<file path="src/rtl/axi_remap_pkg.sv">
// rtl/axi_remap_pkg.sv - shared constants, AR/AW sideband layout and region lookup helper
package axi_remap_pkg;

  localparam int REGION_BITS_DEF = 4;
  localparam int MAX_REGIONS     = 8;
  localparam int MAX_RB          = 16;

  // Sideband layout, LSB upward: qos, prot, cache, lock, burst, size, len, id
  localparam int META_QOS_W    = 4;
  localparam int META_QOS_OFF  = 0;
  localparam int META_PROT_W   = 3;
  localparam int META_PROT_OFF = META_QOS_OFF + META_QOS_W;
  localparam int META_CACHE_W  = 4;
  localparam int META_CACHE_OFF = META_PROT_OFF + META_PROT_W;
  localparam int META_LOCK_W   = 1;
  localparam int META_LOCK_OFF = META_CACHE_OFF + META_CACHE_W;
  localparam int META_BURST_W  = 2;
  localparam int META_BURST_OFF = META_LOCK_OFF + META_LOCK_W;
  localparam int META_SIZE_W   = 3;
  localparam int META_SIZE_OFF = META_BURST_OFF + META_BURST_W;
  localparam int META_LEN_W    = 8;
  localparam int META_LEN_OFF  = META_SIZE_OFF + META_SIZE_W;
  localparam int META_ID_W     = 6;
  localparam int META_ID_OFF   = META_LEN_OFF + META_LEN_W;
  localparam int META_W_DEF    = META_ID_OFF + META_ID_W;

  typedef struct packed {
    logic              hit;
    logic [MAX_RB-1:0] hi;
  } remap_res_t;

  // Walk from the top index down so the lowest matching entry is the last writer.
  function automatic remap_res_t remap_hi(
    input logic [MAX_RB-1:0]             hi,
    input logic [MAX_REGIONS*MAX_RB-1:0] match_tab,
    input logic [MAX_REGIONS*MAX_RB-1:0] remap_tab,
    input logic [MAX_REGIONS-1:0]        en,
    input logic [MAX_RB-1:0]             dflt
  );
    remap_res_t res;
    res.hit = 1'b0;
    res.hi  = dflt;
    for (int i = MAX_REGIONS - 1; i >= 0; i--) begin
      if (en[i] && (match_tab[i*MAX_RB +: MAX_RB] == hi)) begin
        res.hit = 1'b1;
        res.hi  = remap_tab[i*MAX_RB +: MAX_RB];
      end
    end
    return res;
  endfunction

endpackage

</file>
<file path="src/rtl/axi_skid_slice.sv">
// rtl/axi_skid_slice.sv - two-entry full-throughput register slice (main + skid)
module axi_skid_slice #(
  parameter int WIDTH = 63
) (
  input  logic             i_clk,
  input  logic             i_reset,
  input  logic             i_s_valid,
  output logic             o_s_ready,
  input  logic [WIDTH-1:0] i_s_data,
  output logic             o_m_valid,
  input  logic             i_m_ready,
  output logic [WIDTH-1:0] o_m_data
);

  logic             r_main_valid;
  logic             r_skid_valid;
  logic [WIDTH-1:0] r_main_data;
  logic [WIDTH-1:0] r_skid_data;
  logic             w_s_hs;

  // Ready is held low through reset so nothing is accepted while state clears.
  assign o_s_ready = !r_skid_valid && !i_reset;
  assign w_s_hs    = i_s_valid && o_s_ready;
  assign o_m_valid = r_main_valid;
  assign o_m_data  = r_main_data;

  always_ff @(posedge i_clk) begin
    if (i_reset) begin
      r_main_valid <= 1'b0;
      r_skid_valid <= 1'b0;
    end else if (r_skid_valid) begin
      if (i_m_ready) begin
        r_main_data  <= r_skid_data;
        r_skid_valid <= 1'b0;
      end
    end else if (!r_main_valid || i_m_ready) begin
      r_main_valid <= w_s_hs;
      if (w_s_hs) begin
        r_main_data <= i_s_data;
      end
    end else if (w_s_hs) begin
      r_skid_valid <= 1'b1;
      r_skid_data  <= i_s_data;
    end
  end

endmodule

</file>
<file path="src/rtl/axi_region_remap.sv">
// rtl/axi_region_remap.sv - AR/AW region remap with register slices and miss counters
// Optional runtime-writable region table: AXI_REMAP_RUNTIME_CFG_EN.
module axi_region_remap
  import axi_remap_pkg::*;
#(
  parameter int ADDR_W      = 32,
  parameter int META_W      = META_W_DEF,
  parameter int REGION_BITS = REGION_BITS_DEF,
  parameter int N_REGIONS   = 1,
  parameter logic [N_REGIONS*REGION_BITS-1:0] MATCH_TABLE = 4'd2,
  parameter logic [N_REGIONS*REGION_BITS-1:0] REMAP_TABLE = 4'd4,
  parameter logic [REGION_BITS-1:0]           DEFAULT_HI  = 4'd1,
  parameter int CNT_W       = 16
) (
  input  logic              clk,
  input  logic              reset,
  input  logic              s_ar_valid,
  output logic              s_ar_ready,
  input  logic [ADDR_W-1:0] s_ar_addr,
  input  logic [META_W-1:0] s_ar_meta,
  output logic              m_ar_valid,
  input  logic              m_ar_ready,
  output logic [ADDR_W-1:0] m_ar_addr,
  output logic [META_W-1:0] m_ar_meta,
  input  logic              s_aw_valid,
  output logic              s_aw_ready,
  input  logic [ADDR_W-1:0] s_aw_addr,
  input  logic [META_W-1:0] s_aw_meta,
  output logic              m_aw_valid,
  input  logic              m_aw_ready,
  output logic [ADDR_W-1:0] m_aw_addr,
  output logic [META_W-1:0] m_aw_meta,
`ifdef AXI_REMAP_RUNTIME_CFG_EN
  input  logic                   cfg_we,
  input  logic [2:0]             cfg_idx,
  input  logic [REGION_BITS-1:0] cfg_match,
  input  logic [REGION_BITS-1:0] cfg_remap,
  input  logic                   cfg_en,
`endif
  output logic [CNT_W-1:0]  miss_cnt_ar,
  output logic [CNT_W-1:0]  miss_cnt_aw
);

  localparam int DW = ADDR_W + META_W;
  localparam int LW = ADDR_W - REGION_BITS;

  logic [MAX_REGIONS*MAX_RB-1:0] w_match_tab;
  logic [MAX_REGIONS*MAX_RB-1:0] w_remap_tab;
  logic [MAX_REGIONS-1:0]        w_en;

`ifdef AXI_REMAP_RUNTIME_CFG_EN
  logic [REGION_BITS-1:0] r_match [N_REGIONS];
  logic [REGION_BITS-1:0] r_remap [N_REGIONS];
  logic [N_REGIONS-1:0]   r_en;

  // Table updates land at the clock edge, so a same-cycle handshake sees the old entry.
  always_ff @(posedge clk) begin
    if (reset) begin
      for (int i = 0; i < N_REGIONS; i++) begin
        r_match[i] <= MATCH_TABLE[i*REGION_BITS +: REGION_BITS];
        r_remap[i] <= REMAP_TABLE[i*REGION_BITS +: REGION_BITS];
        r_en[i]    <= 1'b1;
      end
    end else if (cfg_we) begin
      for (int i = 0; i < N_REGIONS; i++) begin
        if (cfg_idx == 3'(i)) begin
          r_match[i] <= cfg_match;
          r_remap[i] <= cfg_remap;
          r_en[i]    <= cfg_en;
        end
      end
    end
  end

  always_comb begin
    w_match_tab = '0;
    w_remap_tab = '0;
    w_en        = '0;
    for (int i = 0; i < N_REGIONS; i++) begin
      w_match_tab[i*MAX_RB +: MAX_RB] = MAX_RB'(r_match[i]);
      w_remap_tab[i*MAX_RB +: MAX_RB] = MAX_RB'(r_remap[i]);
      w_en[i]                         = r_en[i];
    end
  end
`else
  always_comb begin
    w_match_tab = '0;
    w_remap_tab = '0;
    w_en        = '0;
    for (int i = 0; i < N_REGIONS; i++) begin
      w_match_tab[i*MAX_RB +: MAX_RB] = MAX_RB'(MATCH_TABLE[i*REGION_BITS +: REGION_BITS]);
      w_remap_tab[i*MAX_RB +: MAX_RB] = MAX_RB'(REMAP_TABLE[i*REGION_BITS +: REGION_BITS]);
      w_en[i]                         = 1'b1;
    end
  end
`endif

  remap_res_t        w_ar_res;
  remap_res_t        w_aw_res;
  logic [ADDR_W-1:0] w_ar_addr;
  logic [ADDR_W-1:0] w_aw_addr;

  assign w_ar_res = remap_hi(MAX_RB'(s_ar_addr[ADDR_W-1 -: REGION_BITS]),
                             w_match_tab, w_remap_tab, w_en, MAX_RB'(DEFAULT_HI));
  assign w_aw_res = remap_hi(MAX_RB'(s_aw_addr[ADDR_W-1 -: REGION_BITS]),
                             w_match_tab, w_remap_tab, w_en, MAX_RB'(DEFAULT_HI));

  // Only the low REGION_BITS of the padded lookup result survive the truncation.
  assign w_ar_addr = ADDR_W'({w_ar_res.hi, s_ar_addr[LW-1:0]});
  assign w_aw_addr = ADDR_W'({w_aw_res.hi, s_aw_addr[LW-1:0]});

  axi_skid_slice #(.WIDTH(DW)) u_ar_slice (
    .i_clk     (clk),
    .i_reset   (reset),
    .i_s_valid (s_ar_valid),
    .o_s_ready (s_ar_ready),
    .i_s_data  ({w_ar_addr, s_ar_meta}),
    .o_m_valid (m_ar_valid),
    .i_m_ready (m_ar_ready),
    .o_m_data  ({m_ar_addr, m_ar_meta})
  );

  axi_skid_slice #(.WIDTH(DW)) u_aw_slice (
    .i_clk     (clk),
    .i_reset   (reset),
    .i_s_valid (s_aw_valid),
    .o_s_ready (s_aw_ready),
    .i_s_data  ({w_aw_addr, s_aw_meta}),
    .o_m_valid (m_aw_valid),
    .i_m_ready (m_aw_ready),
    .o_m_data  ({m_aw_addr, m_aw_meta})
  );

  logic [CNT_W-1:0] r_miss_ar;
  logic [CNT_W-1:0] r_miss_aw;

  always_ff @(posedge clk) begin
    if (reset) begin
      r_miss_ar <= '0;
      r_miss_aw <= '0;
    end else begin
      if (s_ar_valid && s_ar_ready && !w_ar_res.hit && (r_miss_ar != '1)) begin
        r_miss_ar <= r_miss_ar + CNT_W'(1);
      end
      if (s_aw_valid && s_aw_ready && !w_aw_res.hit && (r_miss_aw != '1)) begin
        r_miss_aw <= r_miss_aw + CNT_W'(1);
      end
    end
  end

  assign miss_cnt_ar = r_miss_ar;
  assign miss_cnt_aw = r_miss_aw;

endmodule

</file>
<file path="config.mk">
export PLATFORM = sky130hd
export DESIGN_NAME = axi_region_remap
export DESIGN_NICKNAME = d
export VERILOG_FILES = /design/src/rtl/axi_remap_pkg.sv /design/src/rtl/axi_skid_slice.sv /design/src/rtl/axi_region_remap.sv
export SDC_FILE = /design/constraint.sdc
export NUM_CORES = 1
export LEC_CHECK = 0
export BUFFER_PORTS_ARGS = -buffer_cell sky130_fd_sc_hd__buf_2
export CAP_MARGIN = 5
export CORE_ASPECT_RATIO = 2
export CORE_MARGIN = 4
export CORE_UTILIZATION = 48
export CTS_CLUSTER_DIAMETER = 200
export DETAILED_ROUTE_END_ITERATION = 10
export PLACE_DENSITY_LB_ADDON = 0.12
export SYNTH_ARGS = -nofsm -noshare
export SYNTH_HDL_FRONTEND = slang
export SYNTH_HIERARCHICAL = 1
export SYNTH_SLANG_ARGS = --single-unit
</file>
<file path="constraint.sdc">
create_clock -name clk -period 2.7 [get_ports clk]
set_input_delay 0.54 -clock clk [delete_from_list [all_inputs] [get_ports clk]]
set_output_delay 0.54 -clock clk [all_outputs]
set_load 0.005 [all_outputs]
</file>
==> results of run 1 <==
cells by family (layout without fill, tap and decap cells):
group / count (synthesis) / count (layout) / share of synthesized area
other cells: 1 / 10 / 0.000337
mux: 132 / 132 / 0.145
fa+ha+maj: 2 / 2 / 0.00225
simple gates: 105 / 105 / 0.0578
buf+inv: 31 / 362 / 0.0170
compound gates: 60 / 60 / 0.0336
flops: 288 / 288 / 0.744
path summary, 6_finish.rpt:
kind | to | slack (ns) | cells after the start
max | miss_cnt_ar[15] | 0.59 | 5
min | u_ar_slice/r_skid_data[26] | 0.20 | 1
max reg2reg | miss_cnt_ar[15] | 0.59 | 5
min reg2reg | miss_cnt_aw[7] | 0.50 | 2
power by group through the flow:
| stage | combinational (uW) | clock [uW] | sequential, uW |
|---|---|---|---|
| finish | 558 | 3720 | 5040 |
| global route | 612 | 4020 | 5050 |
| CTS | 572 | 3840 | 5040 |
| detailed placement | 569 | 0 | 5140 |
| global placement | 544 | 0 | 5130 |
| floorplan | 245 | 0 | 5150 |
sequential cells by signal, summed over array words and instances (netlist names):
signal,flops
u_aw_slice/r_skid_valid,1
miss_cnt_aw,16
u_aw_slice/o_m_data,63
u_ar_slice/o_m_valid,1
u_aw_slice/o_m_valid,1
miss_cnt_ar,16
u_ar_slice/r_skid_valid,1
u_ar_slice/o_m_data,63
u_aw_slice/r_skid_data,63
u_ar_slice/r_skid_data,63
area by class of cell:
type | count | area share
multi-input combinational | 307 | 0.193
inverter | 6 | 0.00162
sequential | 288 | 0.596
clock inverter | 13 | 0.0103
clock buffer | 33 | 0.0519
tap | 280 | 0.0252
antenna | 2 | 0.000360
timing repair buffer | 310 | 0.121
cell usage after synthesis (2+ instances only):
cell      number
nand2_1       13
nor3_1         5
nand4_1       11
dfxtp_1       36
a21oi_1       28
inv_1          6
buf_6          8
o31ai_1       18
mux2_4        34
clkbuf_1       7
buf_2         10
and4_1         5
nor4_1         3
nor2b_1        5
o21ai_0        8
ha_1           2
mux2_2        96
or4_1         18
or3_1          8
nor2_1        11
and4b_1        2
a32o_1         2
nand3_1        9
nand2b_1       7
edfxtp_1     252
o221a_2        2
placed cells by master, fill, tap and decap left out, types with 9 or more instances in the layout:
cell / count
nand3_1: 9
nand4_1: 11
mux2_2: 96
mux2_4: 34
nor2_1: 11
buf_2: 293
clkbuf_16: 27
or4_1: 18
nand2_1: 13
buf_4: 10
a21oi_1: 28
o31ai_1: 18
edfxtp_1: 252
dfxtp_1: 34
per-layer routing:
metal	track usage	up-vias	share of wire
li1	-	3088	-
met1	0.207	3241	0.36
met2	0.319	248	0.53
met3	0.0540	38	0.088
met4	0.0678	2	0.025
met5	0	-	0.00049
through the flow:
stage | util | instance area (um2)
2_1_floorplan | - | 11200
3_3_place_gp | 0.573 | 13000
3_5_place_dp | 0.573 | 13000
4_1_cts | 0.611 | 13900
5_1_grt | 0.612 | 13900
6_report | 0.612 | 13900
==> impl_metrics.tcl, run 1 <==
set metrics [dict create \
    cts_tree "done" \
    drc_errors 0 \
    place.gp.congestion 0.836 \
    synth.top_cells.by_area "edfxtp_1, mux2_2, dfxtp_1" \
    power_density_nw_per_um2 670 \
    fin_ws_ns 0.588 \
    synth_edf_count 252 \
    period_needed_ns 2.11 \
    synth_top_area_cell "edfxtp_1" \
    layout.cells.non_filler 1239 \
    grt_start_max_net_pins 64 \
    hold_viol 0 \
    placementRows 78 \
    die_w_um 116 \
    cp_max_fo 9 \
    seq_area_um2 8300 \
    cts_sinks 288 \
    worstMarginPinSlew_ns 0.917 \
    power_leakage_uw 0.00520 \
    antenna_found_initial 3 \
    num-fill-cells 1766 \
    cts-resized-gates 0 \
    max_freq_mhz 474 \
    critPathLaunch "miss_cnt_ar[9]" \
    core_region_area_um2 22700 \
    grt_usage 0.182 \
    yosys_warnings 6 \
    pwr-share-comb 0.060 \
    tns_ns 0 \
    min_from "s_ar_meta[26]" \
    cp_cell_sequence "nand4_1 -> nor4_2 -> buf_4 -> nor4_1 -> mux2_1" \
    place.port_buffers 293 \
    cp.required_ns 3.10 \
    syn_area_per_cell_um2 18.0 \
    clock_power_share 0.399 \
    timing.slew.headroom 0.389 \
    routedWlPerCell_um 19.6 \
    hp-class "primary input to register" \
    cts_buffer_depth 3 \
    setup_viol 0 \
    ir_worst_vdd_v 0.000652 \
    ios 294 \
    yosysUniqueCellTypes 39 \
    hold_buffers 0 \
    drt-total-wl_um 24300 \
    rsz0062_at_grt "no" \
    ys_seq_elements 288 \
    globalRouteOverflowTotal 0 \
    area_delta_synth_final_pct 24.9 \
    crit_family "simple AND/OR/NAND/NOR gates" \
    r2r-start "miss_cnt_ar[9]" \
    cts_max_level 1 \
    multi_input_area_um2 2690 \
    synth_cells 619 \
    ys.flop_type "edfxtp_1" \
    root_buffer "clkbuf_16" \
    cpPeakStageDelay_ns 0.65 \
    intPower_uw 7460 \
    startpoint_type "register" \
    grt_pass1_wl_um 37200 \
    skew_ns 0.0112 \
    die_y_um 223 \
    criticalPathCategory "register to register" \
    post-cts-setup-buffers 0 \
    drt_iter0_drc 288 \
    fin_crit_sh 0.782 \
    finalMaxSlewViolations 0 \
    hold_slack_ns 0.203 \
    cpMaxStageDelayCell "nor4_2" \
    async_flop_share 0 \
    place_hpwl_um 17200 \
    vias_per_cell 5.34 \
    antenna_left 0 \
    end_kind "register" \
    drtPass1Iterations 4 \
    status "finished, final reports clean" \
    switching_share 0.199 \
    finalPower_uw 9310 \
    switchingPower_uw 1850 \
    arrival_ns 2.51 \
    dp_cells 1191 \
    syn_area_um2 11100 \
    layout.nets 1072 \
    numCtsBuffers 25 \
    cp_num_buf_inv 1 \
    seq_power_share 0.541 \
    grt_pass1_vias 6964 \
    vias 6617 \
    dieArea_um2 25800 \
    synth_top_area_share 0.680 \
    drv_cap 0 \
    dpl_worst_slack_ns 0.396 \
    drive_gt1_frac 0.514 \
    clkLatencyLatePin_ns 0.52 \
    path_clk_slew_ns 0.07 \
    initial_core_util 0.490 \
    synth_seq_area_share 0.744 \
]
Power figures use the tool's default switching activity.
==> run 2: changes to the inputs <==
clock period = 1.8 ns   (was 2.7 ns; I/O delays follow)
==> impl_metrics.tcl, run 2 (synthesized netlist as in run 1, its figures left out) <==
set metrics [dict create \
    power_density_nw_per_um2 937 \
    drt-total-wl_um 25100 \
    die_y_um 223 \
    root_buffer "clkbuf_16" \
    power_leakage_uw 0.00565 \
    end_kind "register" \
    dieArea_um2 25800 \
    ios 294 \
    max_freq_mhz 574 \
    final_cell_mix "buf_2, edfxtp_1, mux2_2" \
    worstMarginPinSlew_ns 0.542 \
    globalRouteOverflowTotal 0 \
    hp-class "primary input to register" \
    cts_max_level 1 \
    cp.required_ns 2.25 \
    place.gp.congestion 0.832 \
    switching_share 0.208 \
    holdPathStages 1 \
    arrival_ns 2.19 \
    r2r_end "miss_cnt_ar[11]" \
    reg2regPathDepth 4 \
    routedWlPerCell_um 18.8 \
    vias_per_cell 5.29 \
    insertedDiodeCount 0 \
    cts_tree "done" \
    initial_core_util 0.490 \
    area_delta_synth_final_pct 34.1 \
    rsz0062_at_grt "yes" \
    ir_worst_vdd_v 0.00111 \
    r2r-start "miss_cnt_ar[6]" \
    clkLatencyLatePin_ns 0.53 \
    hold_viol 0 \
    cts_sinks 288 \
    core_region_area_um2 22700 \
    r2r_slack_ns 0.06 \
    min_from "s_aw_meta[28]" \
    die_w_um 116 \
    intPower_uw 11100 \
    status "finished, final reports clean" \
    clock_power_share 0.389 \
    path_clk_slew_ns 0.07 \
    criticalPathCategory "register to register" \
    drv_cap 0 \
    timing.slew.headroom 0.636 \
    cts_buffer_depth 3 \
    vias 7080 \
    fin_crit_sh 0.968 \
    hold_slack_ns 0.0269 \
    m1WireLength_um 8980 \
    cp_max_fo 7 \
    grt_pass1_wl_um 39100 \
    antenna_found_initial 0 \
    pwr-share-comb 0.071 \
    layout.nets 1174 \
    met3_length_um 2120 \
    drive_gt1_frac 0.513 \
    drtPass1Iterations 7 \
    grt_pass1_vias 7630 \
    skew_ns 0.0141 \
    place_hpwl_um 17900 \
    met2_length_um 13200 \
    period_needed_ns 1.74 \
    seq_power_share 0.540 \
    grt_usage 0.190 \
    layout.cells.most_common "buf_2" \
    num-fill-cells 1623 \
    placementRows 78 \
    switchingPower_uw 2910 \
    top_layer "met4" \
    critPathLaunch "miss_cnt_ar[6]" \
    place.port_buffers 293 \
    drt_iter0_drc 407 \
    drc_errors 0 \
    tns_ns 0 \
    numCtsBuffers 25 \
    grt_start_max_net_pins 68 \
    setup_viol 0 \
    antenna_left 0 \
    startpoint_type "register" \
    finalMaxSlewViolations 0 \
    hold_end "u_aw_slice/r_skid_data[28]" \
]
run 2: what timing repair did:
item                                   CTS  global route
endpoints found under the hold margin   66             0
pin swaps                                2             3
setup endpoints to repair               13            19
gates resized for setup                  3            12
buffers inserted                         2             0
hold buffers                            66             0
run 2: routing by layer:
metal  track usage  up-vias
li1              -     3308
met2         0.343      312
met3        0.0445       59
met4        0.0749        0
met1         0.211     3401
met5             0        -
run 2: final cells by class:
cell class / count / area, um2 / area share
flip-flops and latches: 288 / 8300 / 0.556
clock buffers: 27 / 633 / 0.0424
inverters: 6 / 22.5 / 0.00151
multi-input cells: 307 / 2760 / 0.185
well taps: 280 / 350 / 0.0235
clock inverters: 18 / 199 / 0.0133
repair buffers: 412 / 2660 / 0.178
run 2: how the worst max path moves through the flow:
stage	end	slack, ns	depth (start not counted)
final	miss_cnt_ar[11]	0.06	4
after global routing	miss_cnt_ar[2]	-0.07	6
after CTS	miss_cnt_aw[0]	-0.008	6
after detailed placement	miss_cnt_ar[11]	-0.28	7
after global placement	miss_cnt_ar[15]	-0.23	6
after floorplan	miss_cnt_ar[15]	-0.1	8
run 2: critical path: stages, from the launching register on:
cell and delay [ns]:
dfxtp_1 0.35, nand4_2 0.16, or4_4 0.59, or4_1 0.42, a21oi_1 0.16
run 2: metrics by stage:
| stage | instances | cell area [um2] | power [uW] | utilization | worst slack, ns |
|---|---|---|---|---|---|
| after global routing | 1338 | 14900 | 14500 | 0.657 | -0.0651 |
| after global placement | 1225 | 13400 | 8550 | 0.589 | -0.230 |
| after CTS | 1338 | 14900 | 14200 | 0.655 | -0.00830 |
| after floorplan | 626 | 11200 | 8090 | - | -0.0967 |
| after detailed placement | 1225 | 13400 | 8590 | 0.589 | -0.279 |
| final | 1338 | 14900 | 14000 | 0.657 | 0.0581 |
run 2: power by group through the flow:
stage | clock (uW) | sequential (uW) | combinational, uW
3_5_place_dp | 0 | 7700 | 886
5_1_grt | 5870 | 7570 | 1080
2_1_floorplan | 0 | 7720 | 375
6_report | 5440 | 7560 | 993
4_1_cts | 5600 | 7560 | 1000
3_3_place_gp | 0 | 7700 | 854
